File: config.mk
export PLATFORM = sky130hd
export DESIGN_NAME = rotate_issue_pipe_flat
export DESIGN_NICKNAME = d
export VERILOG_FILES = /design/src/rtl/rotate_issue_pipe_if.sv /design/src/rtl/rotate_issue_pipe.sv /design/src/flat_wrapper.sv
export SDC_FILE = /design/constraint.sdc
export NUM_CORES = 1
export LEC_CHECK = 0
export CAP_MARGIN = 20
export CORE_ASPECT_RATIO = 1.5
export CORE_MARGIN = 8
export CORE_UTILIZATION = 41
export DETAILED_ROUTE_END_ITERATION = 8
export PLACE_DENSITY = 0.8
export SLEW_MARGIN = 5
export SYNTH_ARGS = -nofsm -noshare
export SYNTH_HDL_FRONTEND = slang
export SYNTH_SLANG_ARGS = --single-unit
File: constraint.sdc
create_clock -name clk -period 3.3 [get_ports clk]
set_input_delay 0.495 -clock clk [delete_from_list [all_inputs] [get_ports clk]]
set_output_delay 0.495 -clock clk [all_outputs]
set_load 0.02 [all_outputs]
File: src/rtl/rotate_issue_pipe_if.sv
// Operand, shifter and result signals shared by rotate_issue_pipe and its neighbours.
// The slave view belongs to the pipe; the master view belongs to the source/shifter/consumer side.
interface rotate_issue_pipe_if #(
    parameter int WIDTH   = 32,
    parameter int SHIFT_W = 5,
    parameter int COUNT_W = 16
);
    logic               inValid;
    logic               inReady;
    logic [WIDTH-1:0]   inputData;
    logic [SHIFT_W-1:0] shiftVal;
    logic               selLeftOrRightRotate;
    logic [WIDTH-1:0]   shData;
    logic [SHIFT_W-1:0] shAmt;
    logic [WIDTH-1:0]   shResult;
    logic               outValid;
    logic               outReady;
    logic [WIDTH-1:0]   outputData;
    logic [COUNT_W-1:0] opCount;

    modport slave (
        input  inValid, inputData, shiftVal, selLeftOrRightRotate, shResult, outReady,
        output inReady, shData, shAmt, outValid, outputData, opCount
    );

    modport master (
        output inValid, inputData, shiftVal, selLeftOrRightRotate, shResult, outReady,
        input  inReady, shData, shAmt, outValid, outputData, opCount
    );
endinterface

File: src/rtl/rotate_issue_pipe.sv
// Two-stage valid/ready pipe feeding an external combinational left-rotator.
// Right rotates are turned into left rotates on entry so the shifter needs no direction input.
module rotate_issue_pipe #(
    parameter int WIDTH   = 32,
    parameter int SHIFT_W = 5,
    parameter int COUNT_W = 16
) (
    input  logic                clk,
    input  logic                rst,
    rotate_issue_pipe_if.slave  bus
);

    // Right by n equals left by WIDTH-n; the modular subtraction keeps n=0 at 0.
    function automatic logic [SHIFT_W-1:0] norm_amt(input logic [SHIFT_W-1:0] amt,
                                                    input logic               left);
        logic [SHIFT_W-1:0] res;
        if (left) begin
            res = amt;
        end else begin
            res = {SHIFT_W{1'b0}} - amt;
        end
        return res;
    endfunction

    logic               s1_valid_r;
    logic [WIDTH-1:0]   sh_data_r;
    logic [SHIFT_W-1:0] sh_amt_r;
    logic               out_valid_r;
    logic [WIDTH-1:0]   out_data_r;
    logic [COUNT_W-1:0] op_count_r;

    logic s2_free_s;
    logic s1_move_s;
    logic in_ready_s;
    logic in_fire_s;
    logic out_fire_s;

    // Stage advance conditions; inReady follows outReady combinationally for full throughput.
    always_comb begin
        s2_free_s  = !out_valid_r || bus.outReady;
        s1_move_s  = s1_valid_r && s2_free_s;
        in_ready_s = !s1_valid_r || s1_move_s;
        in_fire_s  = bus.inValid && in_ready_s;
        out_fire_s = out_valid_r && bus.outReady;
    end

    // Stage 1: operand and normalised amount; payload holds its value after draining.
    always_ff @(posedge clk or posedge rst) begin
        if (rst) begin
            s1_valid_r <= 1'b0;
            sh_data_r  <= {WIDTH{1'b0}};
            sh_amt_r   <= {SHIFT_W{1'b0}};
        end else if (in_fire_s) begin
            s1_valid_r <= 1'b1;
            sh_data_r  <= bus.inputData;
            sh_amt_r   <= norm_amt(bus.shiftVal, bus.selLeftOrRightRotate);
        end else if (s1_move_s) begin
            s1_valid_r <= 1'b0;
        end else begin
            s1_valid_r <= s1_valid_r;
        end
    end

    // Stage 2: capture the shifter result and hold it until the consumer takes it.
    always_ff @(posedge clk or posedge rst) begin
        if (rst) begin
            out_valid_r <= 1'b0;
            out_data_r  <= {WIDTH{1'b0}};
        end else if (s1_move_s) begin
            out_valid_r <= 1'b1;
            out_data_r  <= bus.shResult;
        end else if (out_fire_s) begin
            out_valid_r <= 1'b0;
        end else begin
            out_valid_r <= out_valid_r;
        end
    end

    // Completed-operation counter, wraps naturally at its width.
    always_ff @(posedge clk or posedge rst) begin
        if (rst) begin
            op_count_r <= {COUNT_W{1'b0}};
        end else if (out_fire_s) begin
            op_count_r <= op_count_r + {{(COUNT_W-1){1'b0}}, 1'b1};
        end else begin
            op_count_r <= op_count_r;
        end
    end

    assign bus.inReady    = in_ready_s;
    assign bus.shData     = sh_data_r;
    assign bus.shAmt      = sh_amt_r;
    assign bus.outValid   = out_valid_r;
    assign bus.outputData = out_data_r;
    assign bus.opCount    = op_count_r;

endmodule

File: src/flat_wrapper.sv
// flat-port wrapper written by rule: the top's interface ports become plain ports
module rotate_issue_pipe_flat 
#(
    parameter int WIDTH   = 32,
    parameter int SHIFT_W = 5,
    parameter int COUNT_W = 16
)
  (clk, rst, bus_inValid, bus_inputData, bus_shiftVal, bus_selLeftOrRightRotate, bus_shResult, bus_outReady, bus_inReady, bus_shData, bus_shAmt, bus_outValid, bus_outputData, bus_opCount);
  rotate_issue_pipe_if #(.WIDTH(WIDTH), .SHIFT_W(SHIFT_W), .COUNT_W(COUNT_W)) bus_i ();
  input  logic clk;
  input  logic rst;
  input wire logic [$bits(bus_i.inValid)-1:0] bus_inValid;
  input wire logic [$bits(bus_i.inputData)-1:0] bus_inputData;
  input wire logic [$bits(bus_i.shiftVal)-1:0] bus_shiftVal;
  input wire logic [$bits(bus_i.selLeftOrRightRotate)-1:0] bus_selLeftOrRightRotate;
  input wire logic [$bits(bus_i.shResult)-1:0] bus_shResult;
  input wire logic [$bits(bus_i.outReady)-1:0] bus_outReady;
  output wire logic [$bits(bus_i.inReady)-1:0] bus_inReady;
  output wire logic [$bits(bus_i.shData)-1:0] bus_shData;
  output wire logic [$bits(bus_i.shAmt)-1:0] bus_shAmt;
  output wire logic [$bits(bus_i.outValid)-1:0] bus_outValid;
  output wire logic [$bits(bus_i.outputData)-1:0] bus_outputData;
  output wire logic [$bits(bus_i.opCount)-1:0] bus_opCount;
  assign bus_i.inValid = bus_inValid;
  assign bus_i.inputData = bus_inputData;
  assign bus_i.shiftVal = bus_shiftVal;
  assign bus_i.selLeftOrRightRotate = bus_selLeftOrRightRotate;
  assign bus_i.shResult = bus_shResult;
  assign bus_i.outReady = bus_outReady;
  assign bus_inReady = bus_i.inReady;
  assign bus_shData = bus_i.shData;
  assign bus_shAmt = bus_i.shAmt;
  assign bus_outValid = bus_i.outValid;
  assign bus_outputData = bus_i.outputData;
  assign bus_opCount = bus_i.opCount;
  rotate_issue_pipe #(.WIDTH(WIDTH), .SHIFT_W(SHIFT_W), .COUNT_W(COUNT_W)) u_core (.clk(clk), .rst(rst), .bus(bus_i));
endmodule
======== Word-level counts from Yosys, hierarchy flattened ========
Cells that the tools add are included.
storage, ports and cells
  flip-flop bits (word level) ............. 87
  input bits .............................. 74
  output and inout bits ................... 87
  logic and storage cells ................. 22
operators by class
  add/sub/neg operators ................... 2
  multiplexer cells ....................... 5
  reductions and logical operators ........ 9
operators by type and width
  kind                                             count
  adder 16 x 1 -> 16 bit, second input constant    1
  2-to-1 mux 5 bit                                 1
  subtractor 1 x 5 -> 5 bit, first input constant  1
  2-to-1 mux 1 bit                                 4
  nonzero test 2 bit                               2
  logical AND 1 bit                                3
  zero test 1 bit                                  2
  logical OR 1 bit                                 2

======== Depth between registers and ports, before layout ========
  word-level depth ........................ 6
  gate-level depth with buffers ........... 5
  mapped depth without buffers ............ 5

======== Worst setup path before layout ========
No wires, ideal clock.
  kind .................................... input to register
  from .................................... input port bus_outReady
  to ...................................... register u_core.sh_data_r[0], in the netlist u_core.bus.shData[0]
  arrival ................................. 1.514 ns
  data required time ...................... 3.175 ns
  setup slack ............................. 1.661 ns
  cell stages on the path ................. 4
  cells stage by stage .................... nand3b_1 -> nand2_2 -> buf_4 -> mux2_2
between the ends
  longest elaborated chain between the ends .. 4
ends and longest elaborated chain
  item                  line                     RTL
  from (decl)           flat_wrapper.sv:17       input wire logic [$bits(bus_i.outReady)-1:0] bus_outReady;
  logical OR 1 bit      rotate_issue_pipe.sv:40  s2_free_s = !out_valid_r || bus.outReady;
  logical AND 1 bit     rotate_issue_pipe.sv:41  s1_move_s = s1_valid_r && s2_free_s;
  logical OR 1 bit      rotate_issue_pipe.sv:42  in_ready_s = !s1_valid_r || s1_move_s;
  logical AND 1 bit     rotate_issue_pipe.sv:43  in_fire_s = bus.inValid && in_ready_s;
  to (signal assigned)  rotate_issue_pipe.sv:51  sh_data_r <= {WIDTH{1'b0}};
  to (signal assigned)  rotate_issue_pipe.sv:55  sh_data_r <= bus.inputData;
  to (decl)             rotate_issue_pipe.sv:26  logic [WIDTH-1:0] sh_data_r;
Every way passes these cells.
A chain may end at the register's enable or synchronous reset.

======== Worst setup path in the final report ========
  from .................................... input port bus_outReady
  to ...................................... output port bus_inReady
between the ends
  longest elaborated chain between the ends .. 3
ends and longest elaborated chain
  item               line                     RTL
  logical OR 1 bit   rotate_issue_pipe.sv:40
  logical AND 1 bit  rotate_issue_pipe.sv:41
  logical OR 1 bit   rotate_issue_pipe.sv:42
  to (decl)          flat_wrapper.sv:18       output wire logic [$bits(bus_i.inReady)-1:0] bus_inReady;
Every way passes these cells.

==> run metrics <==
outcome=completed; Clock power frac=28.5%; cts hold-fix bufs=0; Psw=942 uW; vias in the first global route=2,683; Peak VDD IR=0.000396 V; CP arrival=1.91 ns; clk sink count=87; Residual DRC=0; Layout Skew=0.00673 ns; Pwr Density=598 nW/um^2; Syn Inst Count=231; final setup TNS=0 ns; static leakage=2.31 nW; Comb pwr share=29.7%; critical path launch point type=input port; FF+latch count, synth=87; Final Hold Violating Endpoints=0; post-place setup slack=0.841 ns; Sw Ratio=28.9%; CP dominant cell by count=clkdlybuf4s50_1; syn_nets=307; crit-path max cell delay=0.67 ns; relative slew slack=45.1%; Syn Std Cell Area=3470 sq um; CP bufs+invs=2; Pint=2.32 mW; largest area contributor in the netlist=dfrtp_1; Clock Path Buffers=2; DIE AREA=11,700 sq um; clock slew at reported path FFs=0.06 ns; antenna-violating nets left=0; dominant synthesized flop cell=dfrtp_1; Die H=129 um; Post-Syn Area per Cell=15.0 sq um; ys async rst share=100%; Via Count=2,386; Worst EP required=2.80 ns; first-pass detailed-route iteration total=4; gpl congestion=0.740; post-CTS sizing=0; largest net degree at the start of global routing=46; highest clock rate=416 MHz; unrepaired setup endpoints after global routing=no; CP Max Fanout=5; Final Setup Violations=0; sequential share of power=41.8%; Synth cell types=28; vias per cell=4.69; die width=91.1 um; slew at the pin closest to its max-slew limit=0.820 ns; fill cell count=648; grt total ovfl=0; CTS tree=yes; reg-to-reg slack, setup=1.51 ns; hold slack final=0.471 ns; Hold Path Class=reg2reg; cell family with most CP delay=buffers and inverters; I/O Pins=161; post-CTS setup buffers=0; Routed wire per std cell=16.7 um; row cnt=41; Routed WL=8490 um; htree depth=3; initial drt markers=28; Seq/Total Area, Yosys=62.7%; largest cells by area after synthesis=dfrtp_1 63%, mux2_2 21%, xnor2_1 2.5%, xor2_1 1.8%, buf_4 1.5%; fraction of layout cells with a size suffix above 1=22.4%; share of the synthesized area in the top cell type=62.7%; Pins Over Slew Limit=0; initial antenna violation count=0; CP Class=in2out; Layout Nets=473; clock latency on the worst-skew pair=0.33 ns; Core ar.=8310 sq um; TritonCTS buffer count=9; post-DP HPWL=6600 um; Critical Path Sink Type=output port; diode count=0; critical path, cell by cell=clkdlybuf4s50_1, nand3b_1, clkdlybuf4s50_1; Synth-to-Final Area Change=57.0%; Synth warnings=0; Tmin final=2.41 ns; Slowest-stage cell, CP=clkdlybuf4s50_1; final worst-path setup slack=0.894 ns; fin crit share=72.9%; count of input and output buffers=160; number of synthesized flops with an enable pin=0; Total GRT Usage=15.0%; max cap viols=0; first-pass GRT wire length=14,000 um; Initial Util=41.8%; CTS root buffer=clkbuf_16
[cells by family (layout without fill, tap and decap cells)]
group,count (synthesis),count (layout),synth area share (%)
compound gates,6,6,0.865
xor+xnor,18,18,4.76
fa+ha+maj,2,2,0.721
buf+inv,11,182,1.98
flops,87,87,62.7
mux,66,66,21.4
simple gates,41,41,7.57
[final timing paths]
kind	start	end	cells past startpoint
worst max register to register	u_core.bus.outValid$_DFFE_PP0P_	u_core.bus.outputData[29]$_DFFE_PP0P_	3
worst max-delay path	bus_outReady	bus_inReady	3
max in group asynchronous	rst	u_core.bus.shData[29]$_DFFE_PP0P_	3
worst min-delay path	u_core.bus.opCount[15]$_DFFE_PP0P_	u_core.bus.opCount[15]$_DFFE_PP0P_	1
worst min register to register	u_core.bus.opCount[15]$_DFFE_PP0P_	u_core.bus.opCount[15]$_DFFE_PP0P_	1
min in group asynchronous	rst	u_core.bus.outputData[4]$_DFFE_PP0P_	2
[stage by stage]
step	util (%)	total power, mW	cells	area [sq um]
after floorplan	-	1.84	231	3470
after global placement	62.2	2.34	493	5170
after detailed placement	62.2	2.37	493	5170
after CTS	65.6	3.31	509	5450
after global routing	65.6	3.42	509	5450
final	65.6	3.26	509	5450
[sequential cells by signal (all words and copies together) (netlist names)]
register	count
u_core.bus.shData	32
u_core.bus.outputData	32
u_core.bus.opCount	16
u_core.bus.outValid	1
u_core.bus.shAmt	5
u_core.s1_valid_r	1
[power groups by stage]
stage / Combinational, mW / Clock, mW / Sequential (mW)
final: 0.968 / 0.930 / 1.36
after global routing: 1.03 / 0.997 / 1.39
after CTS: 0.988 / 0.959 / 1.36
after detailed placement: 0.985 / 0 / 1.38
after global placement: 0.970 / 0 / 1.37
after floorplan: 0.259 / 0 / 1.58
[cell type report]
cell class | instances | area [sq um] | share of cell area (%)
clock inverter | 3 | 17.5 | 0.321
timing repair buffer | 163 | 1620 | 29.8
tap | 107 | 134 | 2.46
multi-input combinational | 133 | 1220 | 22.5
clock buffer | 13 | 260 | 4.78
inverter | 3 | 12.5 | 0.230
sequential | 87 | 2180 | 39.9
[synthesized netlist by cell type (2+ instances only)]
cell type,instances
mux2_2,64
dfrtp_1,87
nor2_1,6
o21ai_0,5
and3_4,2
buf_4,7
xnor2_1,10
nor4_4,2
xor2_1,7
ha_1,2
nand3_1,5
inv_1,3
nor3_1,3
nand2b_1,2
nand2_2,2
nand4_1,3
nand2_1,10
[cell usage in the layout (no fill, tap or decap), drive strengths merged, types with 5 or more instances in the layout]
cell type,netlist,routed
clkbuf,0,13
clkdlybuf4s50,0,160
dfrtp,87,87
mux2,65,65
nand2,12,12
nand3,6,6
nor2,6,6
o21ai,5,5
xnor2,10,10
xor2,8,8
[worst reg2reg max path, delay by kind of cell (launching register included)]
| kind | cells | cell delay, ns |
|---|---|---|
| AND/OR/NAND/NOR | 2 | 0.84 |
| multiplexers | 1 | 0.43 |
| flip-flops | 1 | 0.41 |
[routing by layer]
metal  vias to the layer above  track usage (%)  share of wire (%)
li1                       1125                -                  -
met1                      1147             15.5                 37
met2                       101             25.7                 52
met3                        13             6.18                9.2
met4                         0             7.55                2.4
met5                         -                0                  0
Power figures use the tool's default switching activity.
